$ cat src/rtl/instr_loader.sv
// Instruction loader: assembles a little-endian byte stream into 32-bit words
// and writes them to instruction memory while holding the core in reset.
module instr_loader #(
  parameter int ADDR_WIDTH_POW      = 6,
  parameter int INSTR_MEM_DEPTH_POW = 10
) (
  input  logic                                clk_in,
  input  logic                                reset,
  input  logic                                start_in,
  input  logic [INSTR_MEM_DEPTH_POW:0]        word_count_in,
  input  logic                                abort_in,
  input  logic                                byte_valid_in,
  input  logic [7:0]                          byte_data_in,
  output logic                                byte_ready_out,
  output logic                                mem_we_out,
  output logic [(1 << ADDR_WIDTH_POW)-1:0]    mem_addr_out,
  output logic [31:0]                         mem_data_out,
  output logic                                core_reset_out,
  output logic                                busy_out,
  output logic                                done_out,
  output logic                                error_out
);

  localparam int ADDR_WIDTH = 1 << ADDR_WIDTH_POW;
  localparam int CNT_W      = INSTR_MEM_DEPTH_POW + 1;
  localparam logic [CNT_W-1:0] CNT_ZERO  = {CNT_W{1'b0}};
  localparam logic [CNT_W-1:0] CNT_ONE   = {{(CNT_W-1){1'b0}}, 1'b1};
  localparam logic [CNT_W-1:0] MAX_COUNT = {1'b1, {INSTR_MEM_DEPTH_POW{1'b0}}};

  typedef enum logic [1:0] {
    S_IDLE  = 2'd0,
    S_RECV  = 2'd1,
    S_WRITE = 2'd2,
    S_DONE  = 2'd3
  } state_e;

  state_e                  state_q, state_d;
  logic [CNT_W-1:0]        count_q, count_d;
  logic [CNT_W-1:0]        word_idx_q, word_idx_d;
  logic [1:0]              byte_idx_q, byte_idx_d;
  logic [31:0]             word_q, word_d;
  logic                    error_q, error_d;
  logic                    core_reset_q, core_reset_d;

  logic                    byte_ready_q, byte_ready_d;
  logic                    mem_we_q, mem_we_d;
  logic [ADDR_WIDTH-1:0]   mem_addr_q, mem_addr_d;
  logic [31:0]             mem_data_q, mem_data_d;
  logic                    busy_q, busy_d;
  logic                    done_q, done_d;

  logic                    count_ok_s;

  assign count_ok_s = (word_count_in != CNT_ZERO) && (word_count_in <= MAX_COUNT);

  // Next-state logic; outputs are precomputed from the next state so they leave flops.
  always_comb begin
    state_d      = state_q;
    count_d      = count_q;
    word_idx_d   = word_idx_q;
    byte_idx_d   = byte_idx_q;
    word_d       = word_q;
    error_d      = error_q;
    core_reset_d = core_reset_q;

    case (state_q)
      S_IDLE: begin
        if (start_in) begin
          if (count_ok_s) begin
            count_d      = word_count_in;
            word_idx_d   = CNT_ZERO;
            byte_idx_d   = 2'd0;
            word_d       = 32'd0;
            error_d      = 1'b0;
            core_reset_d = 1'b1;
            state_d      = S_RECV;
          end else begin
            error_d = 1'b1;
          end
        end else begin
          state_d = S_IDLE;
        end
      end
      S_RECV: begin
        if (abort_in) begin
          state_d      = S_IDLE;
          byte_idx_d   = 2'd0;
          word_d       = 32'd0;
          error_d      = 1'b1;
          core_reset_d = 1'b1;
        end else if (byte_valid_in) begin
          word_d[{byte_idx_q, 3'b000} +: 8] = byte_data_in;
          byte_idx_d = byte_idx_q + 2'd1;
          if (byte_idx_q == 2'd3) begin
            state_d = S_WRITE;
          end else begin
            state_d = S_RECV;
          end
        end else begin
          state_d = S_RECV;
        end
      end
      S_WRITE: begin
        if (abort_in) begin
          state_d      = S_IDLE;
          byte_idx_d   = 2'd0;
          word_d       = 32'd0;
          error_d      = 1'b1;
          core_reset_d = 1'b1;
        end else begin
          word_idx_d = word_idx_q + CNT_ONE;
          if ((word_idx_q + CNT_ONE) == count_q) begin
            // Release the core as DONE begins so the pulse and the release coincide.
            state_d      = S_DONE;
            core_reset_d = 1'b0;
          end else begin
            state_d = S_RECV;
          end
        end
      end
      S_DONE: begin
        core_reset_d = 1'b0;
        state_d      = S_IDLE;
      end
      default: begin
        state_d      = S_IDLE;
        byte_idx_d   = 2'd0;
        word_d       = 32'd0;
        core_reset_d = 1'b1;
      end
    endcase

    byte_ready_d = (state_d == S_RECV);
    mem_we_d     = (state_d == S_WRITE);
    busy_d       = (state_d == S_RECV) || (state_d == S_WRITE);
    done_d       = (state_d == S_DONE);
    if (state_d == S_WRITE) begin
      mem_addr_d = ADDR_WIDTH'({word_idx_d, 2'b00});
      mem_data_d = word_d;
    end else begin
      mem_addr_d = {ADDR_WIDTH{1'b0}};
      mem_data_d = 32'd0;
    end
  end

  // State, datapath and output registers.
  always_ff @(posedge clk_in or posedge reset) begin
    if (reset) begin
      state_q      <= S_IDLE;
      count_q      <= CNT_ZERO;
      word_idx_q   <= CNT_ZERO;
      byte_idx_q   <= 2'd0;
      word_q       <= 32'd0;
      error_q      <= 1'b0;
      core_reset_q <= 1'b1;
      byte_ready_q <= 1'b0;
      mem_we_q     <= 1'b0;
      mem_addr_q   <= {ADDR_WIDTH{1'b0}};
      mem_data_q   <= 32'd0;
      busy_q       <= 1'b0;
      done_q       <= 1'b0;
    end else begin
      state_q      <= state_d;
      count_q      <= count_d;
      word_idx_q   <= word_idx_d;
      byte_idx_q   <= byte_idx_d;
      word_q       <= word_d;
      error_q      <= error_d;
      core_reset_q <= core_reset_d;
      byte_ready_q <= byte_ready_d;
      mem_we_q     <= mem_we_d;
      mem_addr_q   <= mem_addr_d;
      mem_data_q   <= mem_data_d;
      busy_q       <= busy_d;
      done_q       <= done_d;
    end
  end

  assign byte_ready_out = byte_ready_q;
  assign mem_we_out     = mem_we_q;
  assign mem_addr_out   = mem_addr_q;
  assign mem_data_out   = mem_data_q;
  assign core_reset_out = core_reset_q;
  assign busy_out       = busy_q;
  assign done_out       = done_q;
  assign error_out      = error_q;

endmodule

$ cat config.mk
export PLATFORM = sky130hd
export DESIGN_NAME = instr_loader
export DESIGN_NICKNAME = d
export VERILOG_FILES = /design/src/rtl/instr_loader.sv
export SDC_FILE = /design/constraint.sdc
export NUM_CORES = 1
export LEC_CHECK = 0
export ABC_AREA = 1
export CAP_MARGIN = 20
export CORE_ASPECT_RATIO = 0.75
export CORE_UTILIZATION = 55
export CTS_CLUSTER_DIAMETER = 60
export DETAILED_ROUTE_END_ITERATION = 12
export GPL_TIMING_DRIVEN = 0
export PLACE_DENSITY = 0.95
export SLEW_MARGIN = 20
export SYNTH_ARGS = -nofsm -noshare
export SYNTH_HDL_FRONTEND = slang
export SYNTH_SLANG_ARGS = --single-unit
$ cat constraint.sdc
create_clock -name clk_in -period 7.31 [get_ports clk_in]
set_input_delay 2.193 -clock clk_in [delete_from_list [all_inputs] [get_ports clk_in]]
set_output_delay 2.193 -clock clk_in [all_outputs]
set_load 0.01 [all_outputs]
[Word level (Yosys, flattened, before mapping)]
Cells that the tools add are included.
Word-level totals
  input bits: 24
  output and inout port bits: 102
  bits in registers: 160
  word-level logic and storage cells: 81
Operators by class
  magnitude comparators: 1
  reduce and logical (&&, ||, !) cells: 11
  mux-type cells: 36
  shift operators: 2
  add/sub/neg operators: 3
  equality and inequality tests: 15
Operators by type and width (number)
  $mux 32: 6
  $pmux 32 s3: 1
  $mux 11: 3
  $bwmux 32: 1
  $shift 8x7->32 const A: 1
  $shiftx 8x7->32: 1
  $mux 2: 12
  $pmux 11 s2: 1
  $mux 13: 1
  $add 11x1->11 const B: 1
  $eq 11x11->1: 1
  $le 11x11->1 const B: 1
  $reduce_bool 11->1: 1
  $eq 2x2->1 const B: 5
  $ne 2x2->1 const B: 4
  $pmux 2 s4: 1
  $mux 1: 7
  $neg 5->7: 1
  $ne 3x3->1 const B: 2
  $pmux 2 s3: 1
  $reduce_and 3->1: 2
  $reduce_and 5->1: 1
  $eq 2x1->1 const B: 2
  $pmux 1 s4: 1
  10 further kinds: 10

[Depth between registers and ports, before layout]
Gate-level depths: netlist of the first run.
  depth after elaboration: 7
  mapped depth: 18
  mapped depth without buffers: 17

[Least setup slack after synthesis of the first run]
No wires, ideal clock.
  path kind: input -> register
  start point: input byte_valid_in
  end point: register mem_data_q[1], in the netlist mem_data_out[1]
  stages on the path: 12
  buffers on the path: 2
  library setup time: 0.080 ns
  path slack: 3.315 ns
  data arrival time: 3.915 ns
  required time: 7.230 ns
  path through: clkbuf_2 > nand2_1 > inv_1 > nor2_1 > nor2_1 > nor2_1 > a21oi_1 > a21boi_1 > ha_1 > clkinv_1 > dlygate4sd1_1 > a21oi_1
Between the ends
  word-level cells in the longest chain between the ends: 5
  elaborated cells between the ends (all ways): 8
  classes of those cells: 1 x eq/ne; 7 x mux
RTL lines
  from (decl): line 12  | input logic byte_valid_in,
  $mux 2: line 91  | end else if (byte_valid_in) begin
  $mux 2: line 85  | if (abort_in) begin
  $pmux 2 s4: line 66  | case (state_q)
  $eq 2x2->1: line 137  | if (state_d == S_WRITE) begin
  $mux 32 *: line 137
  named net mem_data_d[1]: line 48  | logic [31:0] mem_data_q, mem_data_d;
  to (signal assigned): line 173  | mem_data_q <= mem_data_d;
  to (decl): line 48
Mark *: on every way through the listed nets, which the timed path passes. The rest lies on a longest branch.
A chain may end at the register's enable or synchronous reset.

[Worst setup path after layout of the first run]
  start point: input abort_in
  end point: register mem_data_q[29], in the netlist mem_data_out[29]
Between the ends
  word-level cells in the longest chain between the ends: 4
  elaborated cells between the ends (all ways): 8
  classes of those cells: 1 x eq/ne; 7 x mux
RTL lines
  from (decl): line 11  | input logic abort_in,
  $mux 2, on equally long branches: line 104, 85
  $pmux 2 s4: line 66
  $eq 2x2->1: line 137
  $mux 32 *: line 137
  named net mem_data_d[29]: line 48
Marked as above.

==> out/results.ini, run 1 <==
[outcome]
outcome = finished, final reports clean

[pwr]
p_sw_share_pct = 38.9
power_density_nw_per_um2 = 277
p_seq_share_pct = 37.2
p_clk_share_pct = 25.4
power.share.combinational_pct = 37.3
p_int_w = 0.00121
p_leak_nw = 3.72
ir_drop_v = 0.000197
power_switching_w = 0.000770

[setup_path]
crit_family = buffers and inverters
worst_r2r_startpoint = word_idx_q[0]
worstPathCellList = clkdlybuf4s50_1 -> inv_1 -> nand2_1 -> nor2_1 -> nor2_1 -> nor2_1 -> a21oi_1 -> a21boi_1 -> ha_1 -> clkinv_1 -> dlygate4sd1_1 -> a21oi_1
critical_path.most_common_cell = nor2_1
start_kind = primary input
slowest_stage = clkdlybuf4s50_1
worst-path-max-fanout = 10
end_kind = register
crit_arrival_ns = 5.05
cp.required_ns = 7.55
crit_type = in2reg
slowest_delay_ns = 0.54
crit_start = abort_in
worstPathBufferInverterCount = 4

[place]
post-place-ws_ns = 2.24
gp_congestion = 0.928
port_buffers = 71
dpl.hpwl_mm = 9.90

[cts]
numCtsBuffers = 9
cts_tree = built
hold_buffers = 0
cts.path.max_buffers = 2
post_cts_buffers = 0
cts_resized = 0
cts_htree_levels = 3
cts_sinks = 107
clk_latency_ns = 0.36
cts_root_buffer = clkbuf_16
clk_pin_slew_worst_paths_ns = 0.08

[route]
first_iter_violations = 470
drt-vias-per-instance = 5.23
wl_mm = 14.0
dr_total_vias = 4866
first_pass_iters = 6
drcViolationCount = 0
post_drt_wl_per_cell_um = 15.1
ant_nets = 0

[finish]
fill_cells = 681
diodes = 0
fin_nets = 833
utilization_pct = 72.2
area_delta_synth_final_pct = 24.7
drive_gt1_share_pct = 17.8

[timing]
skew_ns = 0.0125
timing.fmax_mhz = 208
fin_ws_ns = 2.50
maxSlewHeadroom_pct = 60.5
hold_violations = 0
finalCritPeriodShare_pct = 65.8
rsz0062_at_grt = false
setup_tns_ns = 0
min_period_ns = 4.81
drv_slew = 0
setup_viol = 0
worst_slew_pin_slew_ns = 0.593

[synth]
avgSynthCellArea_um2 = 8.70
yosys-top-cells-count = 205 x nand2_1, 106 x dfrtp_1, 57 x inv_1, 54 x buf_4, 31 x a21oi_1
yosys.area.top_type = dfrtp_1
ys_warn_count = 0
yosysSeqAreaShare_pct = 46.7
synthCells = 659
synth.distinct_cells = 39
ys_async_sr_fraction_pct = 100
synth.most_common_cell = nand2_1
synthTopCellsByArea = dfrtp_1 46%, nand2_1 13%, buf_4 7.1%
ys_seq_elements = 107
netlist_area_um2 = 5730
yosys_most_used_dff = dfrtp_1
synth_edf_count = 0
yosys.area.top_type_share_pct = 46.3

[run]
drv_cap = 0

[floorplanning]
dieArea_um2 = 10800
die_y_um = 90.4
die_x_um = 120
io_pins = 126
core_um2 = 9890
start_util_pct = 57.9
rows = 31

[min_path]
worstHoldStart = core_reset_out
holdCritPathClass = reg2reg

[grt]
grt.overflow.total = 0
grt_max_degree = 62
antenna_found_initial = 1
grt_pass1_vias = 4761
grt_first_pass_wirelength_mm = 23.0
grtUsageTotal_pct = 27.4

## worst register-to-register path, delay by kind of cell, from the launching register on
kind / cells / cell delay (ns)
adders and majority gates: 2 / 0.42
AOI/OAI and AO/OA: 1 / 0.31
and+or+nand+nor: 10 / 1.12
buffers and inverters: 3 / 0.79
DFF: 1 / 0.46
## through the flow
stage / cells / total power (W) / hold WS [ns] / instance area (µm²)
2_1_floorplan: 711 / 0.00125 / 0.437 / 5930
3_3_place_gp: 914 / 0.00143 / 0.450 / 6800
3_5_place_dp: 915 / 0.00146 / 0.461 / 6830
4_1_cts: 931 / 0.00197 / 0.480 / 7150
5_1_grt: 931 / 0.00209 / 0.511 / 7150
6_report: 931 / 0.00198 / 0.481 / 7150
## layout make-up
type | instances | area, µm² | area share, %
Clock inverter | 5 | 58.8 | 0.823
Multi-Input combinational cell | 477 | 2510 | 35.1
Buffer | 65 | 508 | 7.11
Clock buffer | 11 | 253 | 3.54
Tap cell | 132 | 165 | 2.31
Timing Repair Buffer | 72 | 738 | 10.3
Sequential cell | 107 | 2680 | 37.5
Inverter | 62 | 238 | 3.33
## layout by cell type, fill, tap and decap left out, types with 4 or more instances in the layout
cell type,synthesis,final
a21oi_1,31,31
nand2_1,205,205
clkbuf_16,0,9
nand3b_1,4,4
inv_1,57,56
clkdlybuf4s50_1,0,71
buf_4,54,54
o21ai_0,25,25
dfrtp_1,106,106
nand2_4,20,20
nor2_2,5,5
nand2_2,6,6
ha_1,15,15
nand3_1,24,24
conb_1,1,53
o31ai_1,15,15
nand4_1,4,4
nor2_1,29,29
a21oi_2,20,20
## cells by family (layout without fill, tap and decap cells)
logic type / count (synthesis) / count (layout) / share of synthesized area, %
XOR/XNOR: 1 / 1 / 0.153
adder cells (fa/ha/maj): 15 / 15 / 3.28
buffers and inverters: 127 / 215 / 12.9
AO/OA/AOI/OAI: 99 / 99 / 10.8
multiplexers: 3 / 3 / 0.786
other: 1 / 53 / 0.0654
flip-flops: 107 / 107 / 46.7
AND/OR/NAND/NOR: 306 / 306 / 25.3
## power by group through the flow
stage	logic (W)	clock network [W]	registers, W
floorplan	0.000510	0	0.000738
global placement	0.000690	0	0.000741
detailed placement	0.000715	0	0.000744
CTS	0.000728	0.000506	0.000735
global route	0.000806	0.000534	0.000745
finish	0.000740	0.000504	0.000738
## flip-flops by register name (all words and copies together), names as in the netlist
register and flops:
state_q 2, busy_out 1, byte_ready_out 1, word_q 32
done_out 1, mem_we_out 1, count_q 11, error_out 1
mem_addr_out 11, word_idx_q 11, core_reset_out 1, byte_idx_q 2
mem_data_out 32
## worst paths after layout
path / end / slack [ns] / cells after the start
setup / recovery: mem_data_out[29] / 2.50 / 12
hold / removal: core_reset_out / 0.48 / 2
setup reg to reg: mem_data_out[29] / 4.11 / 16
hold reg to reg: core_reset_out / 0.48 / 2
max in group asynchronous: core_reset_out / 4.40 / 3
min in group asynchronous: word_q[1] / 2.24 / 2
## layer usage
metal,up-vias,part of all wire [%],GRT usage [%]
met5,-,0,0
met3,50,9.4,6.88
met1,2241,41,35.9
met4,0,3.4,12.7
li1,2269,-,-
met2,306,46,42.9
Note: power is estimated with default switching activity, not from simulation.
==> run 2, diff against run 1 <==
--- a/config.mk
+++ b/config.mk
@@ -8,11 +8,11 @@
 export ABC_AREA = 1
 export CAP_MARGIN = 20
 export CORE_ASPECT_RATIO = 0.75
-export CORE_UTILIZATION = 55
+export CORE_UTILIZATION = 46
 export CTS_CLUSTER_DIAMETER = 60
 export DETAILED_ROUTE_END_ITERATION = 12
 export GPL_TIMING_DRIVEN = 0
-export PLACE_DENSITY = 0.95
+export PLACE_DENSITY = 0.88
 export SLEW_MARGIN = 20
 export SYNTH_ARGS = -nofsm -noshare
 export SYNTH_HDL_FRONTEND = slang
==> constraint.sdc (replaced) <==
create_clock -name clk_in -period 4.25 [get_ports clk_in]
set_input_delay 1.275 -clock clk_in [delete_from_list [all_inputs] [get_ports clk_in]]
set_output_delay 1.275 -clock clk_in [all_outputs]
set_load 0.01 [all_outputs]
==> out/results.ini, run 2 (synthesis results as in run 1) <==
[finish]
fill_cells = 955  ; +40%
area_delta_synth_final_pct = 25.6
fin_nets = 833  ; unchanged
final_cell_area_um2 = 7200  ; +0.75%
utilization_pct = 60.7  ; -12 points
final_cell_mix = 205 x nand2_1, 106 x dfrtp_1, 71 x clkdlybuf4s50_1
final_common_cell = nand2_1
diodes = 0  ; unchanged
drive_gt1_share_pct = 17.6  ; -0.13 points

[cts]
clk_latency_ns = 0.35  ; about the same
cts_sinks = 107  ; unchanged
cts_htree_levels = 3  ; unchanged
cts.path.max_buffers = 2  ; unchanged
cts_root_buffer = clkbuf_16
numCtsBuffers = 9  ; unchanged
post_cts_buffers = 0  ; unchanged
hold_buffers = 0  ; unchanged
cts_resized = 0  ; unchanged
cts_tree = built
clk_pin_slew_worst_paths_ns = 0.07  ; about the same

[grt]
grt_max_degree = 77  ; +24%
grt.overflow.total = 0  ; unchanged
antenna_found_initial = 0  ; -1
grt_pass1_vias = 4339  ; -8.9%
grtUsageTotal_pct = 21.7  ; -5.7 points
grt_first_pass_wirelength_mm = 21.3  ; -7.2%

[place]
port_buffers = 71  ; unchanged
placed_area_um2 = 6870  ; +0.55%
dpl.hpwl_mm = 9.90  ; about the same
gp_congestion = 0.909  ; -2.0%

[timing]
worst_slew_pin_slew_ns = 0.549  ; -0.0439 ns
setup_tns_ns = 0  ; unchanged
rsz0062_at_grt = false
drv_slew = 0  ; unchanged
timing.hold.ws_ns = 0.479  ; -0.00265 ns
min_period_ns = 3.86
timing.fmax_mhz = 259
maxSlewHeadroom_pct = 63.4  ; +2.9 points
setup_viol = 0  ; unchanged
hold_violations = 0  ; unchanged
finalCritPeriodShare_pct = 90.9
skew_ns = 0.00910  ; -0.00344 ns

[setup_path]
end_kind = register
worst-path-max-fanout = 10  ; unchanged
crit_type = in2reg
start_kind = primary input
critical_path.most_common_cell = nor2_1
worstPathCellList = clkdlybuf4s50_1 -> inv_1 -> nand2_1 -> nor2_1 -> nor2_1 -> nor2_1 -> a21oi_1 -> a21boi_1 -> ha_1 -> clkinv_1 -> dlygate4sd1_1 -> a21oi_1
cp.required_ns = 4.49  ; -3.06 ns
crit_arrival_ns = 4.11  ; -0.94 ns
rrSetupSlack_ns = 1.03  ; -3.08 ns
crit_start = abort_in
slowest_stage = clkdlybuf4s50_1
slowest_delay_ns = 0.54  ; about the same
worst_r2r_startpoint = word_idx_q[0]

[floorplanning]
die_x_um = 131  ; +9.2%
rows = 34  ; +9.7%
start_util_pct = 48.3  ; -9.7 points
die_y_um = 98.7  ; +9.1%
dieArea_um2 = 12900  ; +19%
core_um2 = 11900  ; +20%
io_pins = 126  ; unchanged

[min_path]
worstHoldStart = word_q[30]
holdCritPathClass = reg2reg

[route]
drcViolationCount = 0  ; unchanged
post_drt_wl_per_cell_um = 13.9  ; -7.8%
ant_nets = 0  ; unchanged
first_pass_iters = 5  ; -1
first_iter_violations = 421  ; -10%
dr_total_vias = 4667  ; -4.1%
wl_mm = 13.3  ; -4.9%
drt-vias-per-instance = 4.86  ; -7.1%

[run]
drv_cap = 0  ; unchanged

[outcome]
outcome = finished, final reports clean

[pwr]
power_density_nw_per_um2 = 477  ; +72%
ir_drop_v = 0.000316  ; +60%
p_leak_nw = 3.73  ; +0.22%
power_w = 0.00343  ; +73%

==> run 2: changes by cell type in the layout (fill, tap and decap cells not counted), sizes merged <==
cell      change
clkinvlp      -1
bufinv        +1
==> run 2: stage by stage <==
| stage | setup slack (ns) | instances |
|---|---|---|
| finish | 0.386 | 961 |
| global route | 0.157 | 961 |
| CTS | 0.447 | 961 |
| detailed placement | 0.106 | 945 |
| global placement | -1.33 | 944 |
| floorplan | 0.159 | 711 |
==> run 2: worst max-delay path, delay by kind of cell <==
family          cells  cell delay (ns)
compound gates      3             0.75
fa+ha+maj           1             0.22
buf+inv             4             1.34
simple gates        4             0.52
==> run 2: cell type report <==
cell class | count | area [µm²] | area share, %
flip-flops and latches | 107 | 2680 | 37.2
multi-input cells | 477 | 2510 | 34.8
repair buffers | 72 | 738 | 10.3
plain buffers | 65 | 508 | 7.06
clock buffers | 11 | 243 | 3.37
inverters | 62 | 238 | 3.30
well taps | 162 | 203 | 2.82
clock inverters | 5 | 85.1 | 1.18
==> run 2: power breakdown <==
group,internal [W],switching [W]
clock network,0.000536,0.000379
logic,0.000436,0.000812
registers,0.00116,0.000116
==> run 2: final timing paths <==
kind | endpoint | cells past startpoint
hold / removal | word_q[30] | 2
setup / recovery | mem_data_out[29] | 12
max in group asynchronous | core_reset_out | 3
setup reg to reg | mem_data_out[29] | 15
min in group asynchronous | mem_data_out[6] | 2
hold reg to reg | word_q[30] | 2
==> run 2: metal layers <==
metal  vias up  wire (µm)  GRT usage, %
li1       2256          -             -
met4         0        289          7.69
met2       205       5960          31.5
met3        33       1010          4.89
met5         -          0             0
met1      2173       6090          31.8
